File: src/rtl/digit_entry_pkg.sv
// Shared constants, state encoding and helpers for the digit_entry keypad block.
// Optional backspace support is enabled with DIGIT_ENTRY_BKSP_EN.
package digit_entry_pkg;

    localparam int NUM_DIGITS              = 4;
    localparam int DEFAULT_DEBOUNCE_CYCLES = 500000;

    localparam logic [3:0] BLANK_DIGIT = 4'hF;
    localparam logic [3:0] MAX_BCD     = 4'd9;

    typedef enum logic [1:0] {
        ST_IDLE  = 2'd0,
        ST_ENTRY = 2'd1,
        ST_FULL  = 2'd2
    } state_t;

    // The state is fully determined by how many digits are held.
    function automatic state_t state_for_count(input logic [2:0] count);
        state_t st;
        case (count)
            3'd0:             st = ST_IDLE;
            3'd1, 3'd2, 3'd3: st = ST_ENTRY;
            3'd4:             st = ST_FULL;
            default:          st = ST_IDLE;
        endcase
        return st;
    endfunction

endpackage

File: src/rtl/digit_entry_if.sv
// Front-panel bus of digit_entry: switches and keys in, BCD digits and status out.
// KEY_BKSP_N exists only when DIGIT_ENTRY_BKSP_EN is defined.
interface digit_entry_if;

    logic [3:0] SW;
    logic       KEY_ENTER_N;
    logic       KEY_CLEAR_N;
`ifdef DIGIT_ENTRY_BKSP_EN
    logic       KEY_BKSP_N;
`endif
    logic [3:0] DIG0;
    logic [3:0] DIG1;
    logic [3:0] DIG2;
    logic [3:0] DIG3;
    logic [2:0] COUNT;
    logic       FULL;
    logic       DONE;
    logic       ERR;

    modport master (
        output SW,
        output KEY_ENTER_N,
        output KEY_CLEAR_N,
`ifdef DIGIT_ENTRY_BKSP_EN
        output KEY_BKSP_N,
`endif
        input  DIG0,
        input  DIG1,
        input  DIG2,
        input  DIG3,
        input  COUNT,
        input  FULL,
        input  DONE,
        input  ERR
    );

    modport slave (
        input  SW,
        input  KEY_ENTER_N,
        input  KEY_CLEAR_N,
`ifdef DIGIT_ENTRY_BKSP_EN
        input  KEY_BKSP_N,
`endif
        output DIG0,
        output DIG1,
        output DIG2,
        output DIG3,
        output COUNT,
        output FULL,
        output DONE,
        output ERR
    );

endinterface

File: src/rtl/digit_entry_key_debounce.sv
// Key conditioning: 2-flop synchronizer, stability-count debouncer and a
// single-cycle press event on each accepted high-to-low level change.
module key_debounce
    import digit_entry_pkg::*;
#(
    parameter int DEBOUNCE_CYCLES = DEFAULT_DEBOUNCE_CYCLES
) (
    input  logic clk,
    input  logic rst_n,
    input  logic key_n,
    output logic press
);

    localparam int              CNT_W    = $clog2(DEBOUNCE_CYCLES + 1);
    localparam logic [CNT_W-1:0] CNT_LAST = CNT_W'(DEBOUNCE_CYCLES - 1);

    logic             sync1_r;
    logic             sync2_r;
    logic             level_r;
    logic             press_r;
    logic [CNT_W-1:0] cnt_r;

    // Synchronizer; resets to the released (high) level.
    always_ff @(posedge clk or negedge rst_n) begin
        if (!rst_n) begin
            sync1_r <= 1'b1;
            sync2_r <= 1'b1;
        end else begin
            sync1_r <= key_n;
            sync2_r <= sync1_r;
        end
    end

    // Accept a new level after DEBOUNCE_CYCLES consecutive disagreeing samples.
    always_ff @(posedge clk or negedge rst_n) begin
        if (!rst_n) begin
            level_r <= 1'b1;
            cnt_r   <= {CNT_W{1'b0}};
            press_r <= 1'b0;
        end else begin
            press_r <= 1'b0;
            if (sync2_r == level_r) begin
                cnt_r <= {CNT_W{1'b0}};
            end else if (cnt_r == CNT_LAST) begin
                level_r <= sync2_r;
                cnt_r   <= {CNT_W{1'b0}};
                press_r <= ~sync2_r;
            end else begin
                cnt_r <= cnt_r + CNT_W'(1);
            end
        end
    end

    assign press = press_r;

endmodule

File: src/rtl/digit_entry.sv
// Calculator-style 4-digit BCD entry: debounced keys drive a digit shift
// register and IDLE/ENTRY/FULL FSM. Backspace key under DIGIT_ENTRY_BKSP_EN.
module digit_entry
    import digit_entry_pkg::*;
#(
    parameter int DEBOUNCE_CYCLES = DEFAULT_DEBOUNCE_CYCLES
) (
    input  logic         CLOCK_50,
    input  logic         RESET_N,
    digit_entry_if.slave bus
);

    logic enter_s;
    logic clear_s;

    key_debounce #(.DEBOUNCE_CYCLES(DEBOUNCE_CYCLES)) u_enter (
        .clk(CLOCK_50), .rst_n(RESET_N), .key_n(bus.KEY_ENTER_N), .press(enter_s)
    );
    key_debounce #(.DEBOUNCE_CYCLES(DEBOUNCE_CYCLES)) u_clear (
        .clk(CLOCK_50), .rst_n(RESET_N), .key_n(bus.KEY_CLEAR_N), .press(clear_s)
    );
`ifdef DIGIT_ENTRY_BKSP_EN
    logic bksp_s;
    key_debounce #(.DEBOUNCE_CYCLES(DEBOUNCE_CYCLES)) u_bksp (
        .clk(CLOCK_50), .rst_n(RESET_N), .key_n(bus.KEY_BKSP_N), .press(bksp_s)
    );
`endif

    state_t                          state_r;
    state_t                          state_nx;
    logic [NUM_DIGITS-1:0][3:0]      dig_r;
    logic [NUM_DIGITS-1:0][3:0]      dig_nx;
    logic [2:0]                      count_r;
    logic [2:0]                      count_nx;
    logic                            full_r;
    logic                            done_r;
    logic                            done_nx;
    logic                            err_r;
    logic                            err_nx;

    // Next-state logic; priority is clear, then backspace, then enter.
    always_comb begin
        state_nx = state_r;
        dig_nx   = dig_r;
        count_nx = count_r;
        done_nx  = 1'b0;
        err_nx   = 1'b0;
        if (clear_s) begin
            dig_nx   = {NUM_DIGITS{BLANK_DIGIT}};
            count_nx = 3'd0;
            state_nx = ST_IDLE;
`ifdef DIGIT_ENTRY_BKSP_EN
        end else if (bksp_s) begin
            if (count_r != 3'd0) begin
                dig_nx   = {BLANK_DIGIT, dig_r[NUM_DIGITS-1:1]};
                count_nx = count_r - 3'd1;
                state_nx = state_for_count(count_nx);
            end else begin
                state_nx = state_r;
            end
`endif
        end else if (enter_s) begin
            if (bus.SW > MAX_BCD) begin
                err_nx = 1'b1;
            end else begin
                case (state_r)
                    ST_IDLE, ST_ENTRY: begin
                        dig_nx   = {dig_r[NUM_DIGITS-2:0], bus.SW};
                        count_nx = count_r + 3'd1;
                        state_nx = state_for_count(count_nx);
                        done_nx  = (count_nx == 3'd4);
                    end
                    ST_FULL: state_nx = ST_FULL;
                    default: state_nx = state_for_count(count_r);
                endcase
            end
        end else begin
            state_nx = state_r;
        end
    end

    // State, digit and status registers.
    always_ff @(posedge CLOCK_50 or negedge RESET_N) begin
        if (!RESET_N) begin
            state_r <= ST_IDLE;
            dig_r   <= {NUM_DIGITS{BLANK_DIGIT}};
            count_r <= 3'd0;
            full_r  <= 1'b0;
            done_r  <= 1'b0;
            err_r   <= 1'b0;
        end else begin
            state_r <= state_nx;
            dig_r   <= dig_nx;
            count_r <= count_nx;
            full_r  <= (count_nx == 3'd4);
            done_r  <= done_nx;
            err_r   <= err_nx;
        end
    end

    assign bus.DIG0  = dig_r[0];
    assign bus.DIG1  = dig_r[1];
    assign bus.DIG2  = dig_r[2];
    assign bus.DIG3  = dig_r[3];
    assign bus.COUNT = count_r;
    assign bus.FULL  = full_r;
    assign bus.DONE  = done_r;
    assign bus.ERR   = err_r;

endmodule

File: src/flat_wrapper.sv
// flat-port wrapper written by rule: the top's interface ports become plain ports
module digit_entry_flat import digit_entry_pkg::*;
#(
    parameter int DEBOUNCE_CYCLES = DEFAULT_DEBOUNCE_CYCLES
)
  (CLOCK_50, RESET_N, bus_SW, bus_KEY_ENTER_N, bus_KEY_CLEAR_N, bus_DIG0, bus_DIG1, bus_DIG2, bus_DIG3, bus_COUNT, bus_FULL, bus_DONE, bus_ERR);
  digit_entry_if bus_i ();
  input  logic CLOCK_50;
  input  logic RESET_N;
  input wire logic [$bits(bus_i.SW)-1:0] bus_SW;
  input wire logic [$bits(bus_i.KEY_ENTER_N)-1:0] bus_KEY_ENTER_N;
  input wire logic [$bits(bus_i.KEY_CLEAR_N)-1:0] bus_KEY_CLEAR_N;
  output wire logic [$bits(bus_i.DIG0)-1:0] bus_DIG0;
  output wire logic [$bits(bus_i.DIG1)-1:0] bus_DIG1;
  output wire logic [$bits(bus_i.DIG2)-1:0] bus_DIG2;
  output wire logic [$bits(bus_i.DIG3)-1:0] bus_DIG3;
  output wire logic [$bits(bus_i.COUNT)-1:0] bus_COUNT;
  output wire logic [$bits(bus_i.FULL)-1:0] bus_FULL;
  output wire logic [$bits(bus_i.DONE)-1:0] bus_DONE;
  output wire logic [$bits(bus_i.ERR)-1:0] bus_ERR;
  assign bus_i.SW = bus_SW;
  assign bus_i.KEY_ENTER_N = bus_KEY_ENTER_N;
  assign bus_i.KEY_CLEAR_N = bus_KEY_CLEAR_N;
  assign bus_DIG0 = bus_i.DIG0;
  assign bus_DIG1 = bus_i.DIG1;
  assign bus_DIG2 = bus_i.DIG2;
  assign bus_DIG3 = bus_i.DIG3;
  assign bus_COUNT = bus_i.COUNT;
  assign bus_FULL = bus_i.FULL;
  assign bus_DONE = bus_i.DONE;
  assign bus_ERR = bus_i.ERR;
  digit_entry #(.DEBOUNCE_CYCLES(DEBOUNCE_CYCLES)) u_core (.CLOCK_50(CLOCK_50), .RESET_N(RESET_N), .bus(bus_i));
endmodule
File: config.mk
export PLATFORM = sky130hd
export DESIGN_NAME = digit_entry_flat
export DESIGN_NICKNAME = d
export VERILOG_FILES = /design/src/rtl/digit_entry_pkg.sv /design/src/rtl/digit_entry_if.sv /design/src/rtl/digit_entry_key_debounce.sv /design/src/rtl/digit_entry.sv /design/src/flat_wrapper.sv
export SDC_FILE = /design/constraint.sdc
export NUM_CORES = 1
export LEC_CHECK = 0
export ABC_AREA = 1
export ABC_CLOCK_PERIOD_IN_PS = 2900
export CAP_MARGIN = 15
export CORE_ASPECT_RATIO = 2
export CORE_MARGIN = 4
export CORE_UTILIZATION = 62
export DETAILED_ROUTE_END_ITERATION = 12
export PLACE_DENSITY = 0.89
export SLEW_MARGIN = 20
export SYNTH_ARGS = -nofsm -noshare
export SYNTH_HDL_FRONTEND = slang
export SYNTH_HIERARCHICAL = 1
export SYNTH_SLANG_ARGS = --single-unit
File: constraint.sdc
create_clock -name CLOCK_50 -period 2.9 [get_ports CLOCK_50]
set_clock_uncertainty 0.15 [all_clocks]
set_input_delay 0.58 -clock CLOCK_50 [delete_from_list [all_inputs] [get_ports CLOCK_50]]
set_output_delay 0.58 -clock CLOCK_50 [all_outputs]
set_load 0.01 [all_outputs]
==> flow_summary.yaml <==
run_status:
  status: "completed"
timing:
  finalHoldViolations: 0
  slew_violations: 0
  final.setup.tns_ps: 0
  rsz0062_at_grt: "false"
  post-route-min-period_ps: 2170
  max_slew.worst_pin.slew_ps: 707
  finalSetupViolations: 0
  max_clock_freq_ghz: 0.462
  slew-limit-headroom_pct: 52.9
  hold-worst-slack_ps: 107
  period_share_pct: 74.7
floorplanning:
  start_util_pct: 63.6
  die_y_um: 116
  io_pins: 30
  core-area_um2: 5710
  die_w_um: 62.1
  die_area_um2: 7220
  rows: 39
yosys:
  avgSynthCellArea_um2: 8.44
  yosys.area.top_type_share_pct: 33.1
  synthArstFlopShare_pct: 100
  synth_seq_cells: 70
  ys_seq_area_share_pct: 49.0
  syn_nets: 447
  synthCells: 430
  ys_types: 29
  synthTopCellsByArea: "dfrtp_1 33%, dfstp_2 16%, nor2_1 10%"
  synth_edf_count: 0
  synth_warnings: 6
  ys.flop_type: "dfrtp_1"
  synth_area_um2: 3630
  yosys.area.top_type: "dfrtp_1"
clocking:
  cts_root_buf: "clkbuf_16"
  cts_hold_buf: 0
  cts_resized: 0
  post_cts_buffers: 0
  cts_tree: "built"
  clk_pin_slew_ps: 50
  clock_latency_ps: 330
  cts_sinks: 70
  cts_buffers: 9
  clock_path_buffers: 2
  h-tree-depth: 3
grt:
  antenna_found_initial: 0
  grtUsageTotal_pct: 24.0
  grt-ovfl-total: 0
  grt_max_degree: 71
  grt_pass1_vias: 3085
  grt_pass1_wl_mm: 13.7
setup_path:
  arrival_ps: 1440
  end_kind: "output pin"
  path_buf_inv: 1
  crit_fanout: 3
  cp_slowest_stage_delay_ps: 560
  path_cells: "clkdlybuf4s50_1"
  start_kind: "register"
  critPathKind: "reg -> out"
  critical_path_required_ps: 2170
  critPathSlowestCell: "dfstp_2"
  rrSetupSlack_ps: 1180
  path_delay_family: "flip-flops"
route:
  drtIter0Drc: 153
  post-route-drc-count: 0
  routed-via-count: 2970
  wire_per_inst_um: 15.1
  drt-pass1-iter-count: 5
  drt_wl_total_mm: 8.02
  via_per_inst: 5.58
  drt.antenna.violating_nets: 0
layout:
  final_cell_mix: "97 x nor2_1, 65 x nand2_1, 48 x dfrtp_1, 46 x inv_1, 29 x nand3_1"
  layout_commonest_cell: "nor2_1"
  final_layout_size_suffix_gt1_share_pct: 17.0
  seqCellArea_um2: 1780
  synthToLayoutAreaGrowth_pct: 18.7
  num_antenna_cells: 0
  nets: 483
  multi_input_area_um2: 1620
  fillers: 378
power_and_ir_drop:
  seqPwrFrac_pct: 44.1
  switching_share_pct: 19.0
  p_leak_nw: 1.92
  powerDensity_nw_per_um2: 525
  ir_drop_uv: 747
  p_int_mw: 1.83
  comb_power_share_pct: 2.8
  p_clk_share_pct: 53.1
  power.switching_mw: 0.431
hold_path:
  hold_path_class: "in -> async"
placed_design:
  hpwlAfterDp_mm: 5.58
  numPortBuffers: 29
  gp_congestion: 0.943
job:
  cap_violations: 0
==> metrics by stage <==
step	std cells	setup WS (ps)	utilization [%]	power [mW]	cell area, um2
final	532	733	75.5	2.26	4310
after global routing	532	695	75.5	2.34	4310
after CTS	532	722	75.5	2.28	4310
after detailed placement	516	775	69.6	1.08	3980
after global placement	516	841	69.6	1.07	3980
after floorplan	430	1400	-	1.04	3630
==> final cells by class <==
type | count | area share, %
sequential | 70 | 41.3
clock inverter | 3 | 1.51
clock buffer | 13 | 6.27
timing repair buffer | 30 | 7.08
inverter | 51 | 4.44
tap | 61 | 1.77
multi-input combinational | 304 | 37.7
==> cell usage after synthesis (7+ instances only) <==
| cell | n |
|---|---|
| inv_1 | 46 |
| ha_1 | 9 |
| nor2_2 | 9 |
| a21oi_1 | 7 |
| nor2_4 | 7 |
| xor2_1 | 12 |
| nand2_2 | 7 |
| nor2_1 | 97 |
| nand2_1 | 65 |
| nand3_1 | 29 |
| dfstp_2 | 22 |
| dfrtp_1 | 48 |
| nor3_1 | 23 |
==> layer usage <==
metal	routed length [um]	global-route usage [%]	up-vias	part of all wire (%)
met4	323	14.8	0	4.0
li1	-	-	1424	-
met2	4500	44.7	82	56
met1	2870	23.8	1436	36
met5	0	0	-	0
met3	326	5.10	28	4.1
==> power by group through the flow <==
| stage | Sequential (mW) | Clock [mW] | Combinational (mW) |
|---|---|---|---|
| 2_1_floorplan | 1.01 | 0 | 0.0248 |
| 3_3_place_gp | 1.01 | 0 | 0.0624 |
| 3_5_place_dp | 1.01 | 0 | 0.0642 |
| 4_1_cts | 0.998 | 1.22 | 0.0654 |
| 5_1_grt | 0.999 | 1.27 | 0.0741 |
| 6_report | 0.998 | 1.20 | 0.0640 |
==> cell families after synthesis <==
group                    after synthesis  share of synthesized area (%)
AO/OA/AOI/OAI                         22                           3.55
AND/OR/NAND/NOR                      255                           33.3
adder cells (fa/ha/maj)                9                           3.10
flip-flops                            70                           49.0
buffers and inverters                 56                           6.27
XOR/XNOR                              18                           4.76
==> flip-flops by register name (all words and copies together) (netlist names) <==
register                count
u_core/u_clear/cnt_r       19
u_core/bus.DIG2             4
u_core/bus.DIG0             4
u_core/bus.DONE             1
u_core/u_enter/sync1_r      1
u_core/u_clear/level_r      1
u_core/u_enter/level_r      1
u_core/bus.FULL             1
u_core/u_enter/cnt_r       19
u_core/bus.ERR              1
u_core/bus.COUNT            3
u_core/u_enter/sync2_r      1
u_core/u_clear/sync1_r      1
u_core/state_r              2
u_core/u_clear/sync2_r      1
u_core/u_clear/press        1
u_core/bus.DIG3             4
u_core/bus.DIG1             4
u_core/u_enter/press        1
==> final timing paths <==
path,from,endpoint,cells after the start
worst max-delay path,u_core/bus.DIG2[2]$_DFFE_PN1P_,bus_DIG2[2],1
worst min-delay path,RESET_N,u_core/bus.ERR$_DFF_PN0_,2
worst max register to register,u_core/u_enter/cnt_r[0]$_DFF_PN0_,u_core/u_enter/cnt_r[18]$_DFF_PN0_,8
worst min register to register,u_core/u_enter/sync1_r$_DFF_PN1_,u_core/u_enter/sync2_r$_DFF_PN1_,0
max in group asynchronous,RESET_N,u_core/u_enter/level_r$_DFFE_PN1P_,2
min in group CLOCK_50,u_core/u_enter/sync1_r$_DFF_PN1_,u_core/u_enter/sync2_r$_DFF_PN1_,0
No activity file was read; power rests on OpenSTA's default activity.
